### src/rtl/mouse_event_fifo.sv
// Turns PS/2 mouse state into press/release/move events queued in a DEPTH-entry FIFO.
// Optional build macro MOUSE_MOVE_COALESCE_EN merges a new move into a trailing move entry.
module mouse_event_fifo #(
  parameter int COORD_W = 16,
  parameter int DEPTH   = 8
) (
  input  logic                       clk,
  input  logic                       rst,
  input  logic [COORD_W-1:0]         x_addr,
  input  logic [COORD_W-1:0]         y_addr,
  input  logic                       LBM,
  output logic                       ev_valid,
  input  logic                       ev_ready,
  output logic [1:0]                 ev_type,
  output logic [COORD_W-1:0]         ev_x,
  output logic [COORD_W-1:0]         ev_y,
  output logic [$clog2(DEPTH):0]     ev_count,
  output logic                       overflow,
  input  logic                       ovf_clr
);

  localparam int AW = $clog2(DEPTH);
  localparam logic [AW:0] FULL_CNT = (AW+1)'(DEPTH);
  localparam logic [AW:0] ONE_CNT  = (AW+1)'(1);

  localparam logic [1:0] T_NONE  = 2'b00;
  localparam logic [1:0] T_PRESS = 2'b01;
  localparam logic [1:0] T_REL   = 2'b10;
  localparam logic [1:0] T_MOVE  = 2'b11;

  typedef struct packed {
    logic [1:0]         typ;
    logic [COORD_W-1:0] x;
    logic [COORD_W-1:0] y;
  } ev_t;

  // Handshake: an entry leaves the FIFO on any cycle where ev_valid and ev_ready are both 1.
  logic [COORD_W-1:0] prev_x_q, prev_x_d;
  logic [COORD_W-1:0] prev_y_q, prev_y_d;
  logic               prev_lbm_q, prev_lbm_d;
  logic               primed_q, primed_d;
  ev_t                pend_q, pend_d;
  logic [AW-1:0]      wr_ptr_q, wr_ptr_d;
  logic [AW-1:0]      rd_ptr_q, rd_ptr_d;
  logic [AW:0]        count_q, count_d;
  logic               overflow_q, overflow_d;
  ev_t                mem_q [DEPTH];

  logic               push, pop, full, coalesce, wr_en, drop, mem_we;
  logic [AW-1:0]      tail_idx, mem_idx;
  logic [1:0]         det_typ;
  ev_t                head;

  always_comb begin
    det_typ = T_NONE;
    if (primed_q) begin
      if (LBM && !prev_lbm_q)                               det_typ = T_PRESS;
      else if (!LBM && prev_lbm_q)                          det_typ = T_REL;
      else if ((x_addr != prev_x_q) || (y_addr != prev_y_q)) det_typ = T_MOVE;
    end
    pend_d     = '{typ: det_typ, x: x_addr, y: y_addr};
    prev_x_d   = x_addr;
    prev_y_d   = y_addr;
    prev_lbm_d = LBM;
    primed_d   = 1'b1;

    push     = (pend_q.typ != T_NONE);
    pop      = (count_q != '0) && ev_ready;
    full     = (count_q == FULL_CNT);
    tail_idx = wr_ptr_q - AW'(1);
`ifdef MOUSE_MOVE_COALESCE_EN
    // Only merge when the tail survives this cycle: a lone entry being popped is not a target.
    coalesce = push && (pend_q.typ == T_MOVE) && (count_q != '0) &&
               (mem_q[tail_idx].typ == T_MOVE) && ((count_q > ONE_CNT) || !pop);
`else
    coalesce = 1'b0;
`endif
    wr_en   = push && !coalesce && (!full || pop);
    drop    = push && !coalesce && full && !pop;
    mem_we  = wr_en || coalesce;
    mem_idx = coalesce ? tail_idx : wr_ptr_q;

    wr_ptr_d = wr_ptr_q + (wr_en ? AW'(1) : AW'(0));
    rd_ptr_d = rd_ptr_q + (pop ? AW'(1) : AW'(0));
    count_d  = count_q;
    case ({wr_en, pop})
      2'b10:   count_d = count_q + ONE_CNT;
      2'b01:   count_d = count_q - ONE_CNT;
      default: count_d = count_q;
    endcase
    // Drop beats clear so a loss in the clearing cycle is never hidden.
    overflow_d = (overflow_q && !ovf_clr) || drop;
  end

  always_ff @(posedge clk) begin
    if (rst) begin
      prev_x_q   <= '0;
      prev_y_q   <= '0;
      prev_lbm_q <= 1'b0;
      primed_q   <= 1'b0;
      pend_q     <= '0;
      wr_ptr_q   <= '0;
      rd_ptr_q   <= '0;
      count_q    <= '0;
      overflow_q <= 1'b0;
    end else begin
      prev_x_q   <= prev_x_d;
      prev_y_q   <= prev_y_d;
      prev_lbm_q <= prev_lbm_d;
      primed_q   <= primed_d;
      pend_q     <= pend_d;
      wr_ptr_q   <= wr_ptr_d;
      rd_ptr_q   <= rd_ptr_d;
      count_q    <= count_d;
      overflow_q <= overflow_d;
    end
  end

  always_ff @(posedge clk) begin
    if (mem_we && !rst) mem_q[mem_idx] <= pend_q;
  end

  assign head     = mem_q[rd_ptr_q];
  assign ev_valid = (count_q != '0);
  assign ev_type  = ev_valid ? head.typ : T_NONE;
  assign ev_x     = head.x;
  assign ev_y     = head.y;
  assign ev_count = count_q;
  assign overflow = overflow_q;

endmodule

### config.mk
export PLATFORM = sky130hd
export DESIGN_NAME = mouse_event_fifo
export DESIGN_NICKNAME = d
export VERILOG_FILES = /design/src/rtl/mouse_event_fifo.sv
export SDC_FILE = /design/constraint.sdc
export NUM_CORES = 1
export LEC_CHECK = 0
export CAP_MARGIN = 5
export CORE_AREA = 2 2 160 162
export CTS_CLUSTER_DIAMETER = 120
export CTS_CLUSTER_SIZE = 16
export DETAILED_ROUTE_END_ITERATION = 6
export DIE_AREA = 0 0 162 164
export PLACE_DENSITY = 0.74
export SLEW_MARGIN = 20
export SYNTH_ARGS = -nofsm -noshare
export SYNTH_HDL_FRONTEND = slang
export SYNTH_SLANG_ARGS = --single-unit
### constraint.sdc
create_clock -name clk -period 7.2 [get_ports clk]
set_input_delay 1.44 -clock clk [delete_from_list [all_inputs] [get_ports clk]]
set_output_delay 1.44 -clock clk [all_outputs]
set_load 0.1 [all_outputs]
Word level (Yosys, flattened, before mapping)
Memories as Yosys holds them, arrays and structs flattened. A register that Yosys moved wholly into a read port is not among the register bits.
Index checks and enable logic that the tools add are counted.
{"block": "totals", "elab_cells": 54, "ramBits": 272, "latchBits": 0, "inputBits": 37, "mem_count": 1, "output_inout_bits": 40, "mem_bits_ro": 0, "regBits": 47}
{"block": "classes", "bitwise": 1, "multipliers": 0, "n_mux": 11, "n_reduce_logical": 22, "addsub": 4, "n_eq_ne": 5, "order_cmp": 0, "div_mod_pow": 0, "shift": 0}
{"memory": "mem_q", "words": 8, "width": 34, "read_ports": 1, "rd_ports_with_merged_regs": 1, "write_ports": 1, "line": "47", "source": "ev_t mem_q [DEPTH];"}
{"cell": "16-bit inequality test", "count": 2}
{"cell": "1-bit logical AND", "count": 8}
{"cell": "4-bit one-hot mux with 2 select lines", "count": 1}
{"cell": "3-bit by 1-bit adder with 3-bit output", "count": 2}
{"cell": "1-bit logical NOT", "count": 6}
{"cell": "1-bit two-way mux", "count": 6}
{"cell": "2-bit two-way mux", "count": 3}
{"cell": "4-bit by 1-bit adder with 4-bit output (second input constant)", "count": 1}
{"cell": "4-bit == test (second input constant)", "count": 1}
{"cell": "2-bit nonzero test", "count": 2}
{"cell": "4-bit nonzero test", "count": 1}
{"cell": "4-bit by 1-bit subtractor with 4-bit output (second input constant)", "count": 1}
{"cell": "1-bit logical OR", "count": 3}
{"cell": "3-bit two-way mux", "count": 1}
{"cell": "3-bit OR reduction", "count": 1}
{"cell": "2-bit by 1-bit == test with 1-bit output (second input constant)", "count": 1}
{"cell": "2-bit == test (second input constant)", "count": 1}
{"cell": "2-bit OR reduction", "count": 1}
{"cell": "1-bit NOT", "count": 1}

Depth between registers and ports, before layout
{"block": "depth", "ltp_word": 7, "mapped_depth": 10, "depth_no_buf": 10}

Least setup slack after synthesis
Ideal clock, no wire load.
{"block": "synth_timing", "path_kind": "input -> register", "startpoint": "in rst", "endpoint": "mem mem_q[6][0] (netlist bit) (enable)", "setup_time_ns": 0.510, "n_path_buf": 2, "t_required_ns": 6.690, "cell_stages": 3, "arrival_ns": 5.196, "setup_slack_ns": 1.494, "cell_sequence": "clkbuf_1 > buf_1 > nor4_1"}
{"block": "synth_between", "elab_chain_len": 4}
{"element": "from (decl)", "line": "8", "source": "input logic rst,"}
{"element": "1-bit logical NOT", "line": "120", "source": "if (mem_we && !rst) mem_q[mem_idx] <= pend_q;"}
{"element": "1-bit logical AND", "line": "120"}
{"element": "1-bit two-way mux", "line": "120"}
{"element": "1-bit two-way mux (not written as such)", "line": "120"}
{"element": "to (decl)", "line": "47"}
Every way passes these cells.

==> run_results.csv <==
group,metric,value,unit
global_routing,grt_pass1_wl,35600,microns
sta,rsz0062_at_grt,"false",
die,start_util,49.6,%
worst_setup_path,ff2ff_path_depth,5,
synth,synth_edf_count,272,
power,p_leak,4.46,nW
clock_network,cts_buffer_depth,3,
synth,synthCells,589,
worst_setup_path,arrival,3.54,ns
route,wirelength,23400,microns
global_routing,grt_pass1_vias,5985,
synth,yosysMostFrequentCell,"edfxtp_1",
synth,yosysTopAreaCellShare,66.4,%
sta,clock_skew,0.0104,ns
synth,synth_commonest_cells,"272 x edfxtp_1, 61 x mux4_2, 47 x dfxtp_1",
global_routing,grt_use_total,18.0,%
sta,fin_tns_setup,0,ns
power,peakVddDrop,0.400,mV
route,vias_per_cell,5.56,
route,drcViolationCount,0,
synth,ys_async_sr_fraction,0,%
die,row_count,58,
synth,yosysTopAreaCell,"edfxtp_1",
clock_network,cts_resized,0,
synth,ys_seq_area_share,74.1,%
synth,ys_warn_count,0,
synth,ys_types,36,
sta,hold_viol,0,
synth,ys.flop_type,"edfxtp_1",
min_path,min_path_type,"register to register",
die,ios,77,
sta,finalSetupViolCount,0,
job,maxCapViolCount,0,
clock_network,ctsRootBufferMaster,"clkbuf_16",
clock_network,htreeDepth,1,
clock_network,clkSinkCount,319,
sta,timing.slew.headroom,29.2,%
worst_setup_path,rr_startpoint,"ev_count[1]$_SDFFE_PP0P_",
global_routing,grt-ovfl-total,0,
final_layout,seq_area,9110,sq um
sta,whs,0.484,ns
power,combPwrFrac,29.7,%
route,ant_nets,0,
final_layout,nFillCells,1849,
final_layout,multi_input_area,3050,sq um
power,power_per_cell_area,332,nW/um^2
final_layout,syn_to_final_growth,14.8,%
worst_setup_path,setup.worst_path.class,"register to output port",
final_layout,insertedDiodeCount,0,
power,pwr-share-seq,45.4,%
power,p_switching,1.54,mW
route,dr.first_iter.drc_count,575,
synth,syn_avg_cell_area,20.9,sq um
clock_network,cts_tree,"done",
place,post-dp-hpwl,13900,microns
sta,slew_violations,0,
worst_setup_path,cp.required,5.76,ns
route,dr.pass1.iters,5,
sta,layout_min_cycle_time,4.98,ns
die,coreArea,24800,sq um
place,routabilityCongestion,0.703,
die,dieArea,26600,sq um
min_path,holdPathStages,2,
min_path,hold_end,"overflow$_SDFF_PP0_",
clock_network,clock_latency,0.51,ns
final_layout,fin_area,14100,sq um
synth,syn_nets,633,
synth,ys_ff_latch,319,
final_layout,nets,723,
route,wire_per_inst,22.8,microns
synth,syn_area,12300,sq um
route,vias,5698,
power,switching_share,32.8,%
clock_network,cts.clk_slew.worst_paths,0.07,ns
global_routing,antenna_found_initial,0,
final_layout,drive_gt1_share,20.9,%
clock_network,postCtsSetupBuffers,0,
sta,clock.fmax,0.201,GHz
clock_network,cts_hold_buf,0,
clock_network,cts_buffers,23,
worst_setup_path,r2r_slack,4.24,ns
worst_setup_path,rr_endpoint,"mem_q[5][22]$_DFFE_PP_",
die,die_x,162,microns
synth,synth.top_cells.by_area,"edfxtp_1 66%, mux4_2 11%, dfxtp_1 7.6%",
power,p_clk_share,24.9,%
worst_setup_path,end_kind,"output port",
min_path,hold_start,"overflow$_SDFF_PP0_",
sta,tightest_slew,1.06,ns
worst_setup_path,crit_fanout,52,
die,die_h,164,microns
run_status,status,"complete, no violations",
sta,min_period_over_period,69.1,%
power,internal_power,3.15,mW
global_routing,grt_max_degree,53,
place,place.port_buffers,76,
worst_setup_path,cp-start-kind,"register",
place,post_dp_cell_area,13500,sq um
[cell families (layout without fill, tap and decap cells)]
group           Yosys count  after routing  share of synthesized area (%)
buf+inv                  30            135                           1.51
compound gates            9              9                          0.610
fa+ha+maj                 7              7                          0.712
mux                     105            105                           16.5
xor+xnor                 37             37                           2.63
simple gates             82             82                           3.99
flops                   319            319                           74.1
[registers in the layout, summed over array words and instances, names as in the netlist]
signal,cells
mem_q,272
mem_idx,3
pend_q,34
primed_q,1
rd_ptr_q,3
overflow,1
prev_lbm_q,1
ev_count,4
[layout make-up]
type / instances / share of cell area, %
flip-flops and latches: 319 / 64.5
multi-input cells: 240 / 21.6
repair buffers: 91 / 6.29
clock buffers: 40 / 4.53
well taps: 330 / 2.92
inverters: 4 / 0.106
[power groups by stage]
stage	combinational (mW)	sequential (mW)	clock (mW)
finish	1.39	2.13	1.17
detailed placement	1.34	2.22	0
global route	1.45	2.14	1.26
global placement	1.33	2.21	0
CTS	1.34	2.18	1.19
floorplan	1.12	2.18	0
[routing by layer]
layer  vias up  track usage, %  share of wire [%]
met3        26            2.73                5.2
met2       174            30.8                 50
met1      2968            25.1                 43
li1       2530               -                  -
met5         -               0                  0
met4         0            3.66                1.8
[metrics by stage]
stage | power [mW] | setup WS, ns | instances | utilization (%)
4_1_cts | 4.71 | 1.77 | 1023 | 56.8
6_report | 4.69 | 2.22 | 1024 | 56.9
5_1_grt | 4.85 | 2.10 | 1024 | 56.9
3_3_place_gp | 3.54 | 2.31 | 983 | 54.2
2_1_floorplan | 3.31 | 1.49 | 589 | -
3_5_place_dp | 3.56 | 2.31 | 983 | 54.2
[layout by cell type (no fill, tap or decap), types with 4 or more instances in the layout]
cell type	synthesis	final
mux2_4	16	16
clkbuf_16	0	23
nor2_1	13	12
nand4_1	8	8
mux2i_1	4	4
clkbuf_1	12	17
xnor2_1	34	34
mux4_1	7	7
mux2_2	16	16
mux4_2	61	61
ha_1	7	7
buf_4	0	14
dfxtp_1	47	44
clkdlybuf4s50_1	0	75
a21oi_1	4	4
edfxtp_1	272	272
nor2b_1	39	39
[worst max-delay path, cell delays in order, from the launching register on]
cell	delay [ns]
dfxtp_2	0.61
buf_4	0.67
mux4_2	0.41
mux2_2	0.31
clkdlybuf4s50_1	0.98
[worst max-delay path by stage]
stage / end / from / cells after the start
5_1_grt: ev_y[5] / rd_ptr_q[1]$_SDFF_PP0_ / 4
4_1_cts: ev_x[5] / rd_ptr_q[0]$_SDFF_PP0_ / 4
3_3_place_gp: ev_x[5] / rd_ptr_q[0]$_SDFF_PP0_ / 4
2_1_floorplan: mem_q[6][0]$_DFFE_PP_ / rst / 3
6_report: ev_y[5] / rd_ptr_q[1]$_SDFF_PP0_ / 4
3_5_place_dp: ev_x[5] / rd_ptr_q[0]$_SDFF_PP0_ / 4
Power figures use the tool's default switching activity.
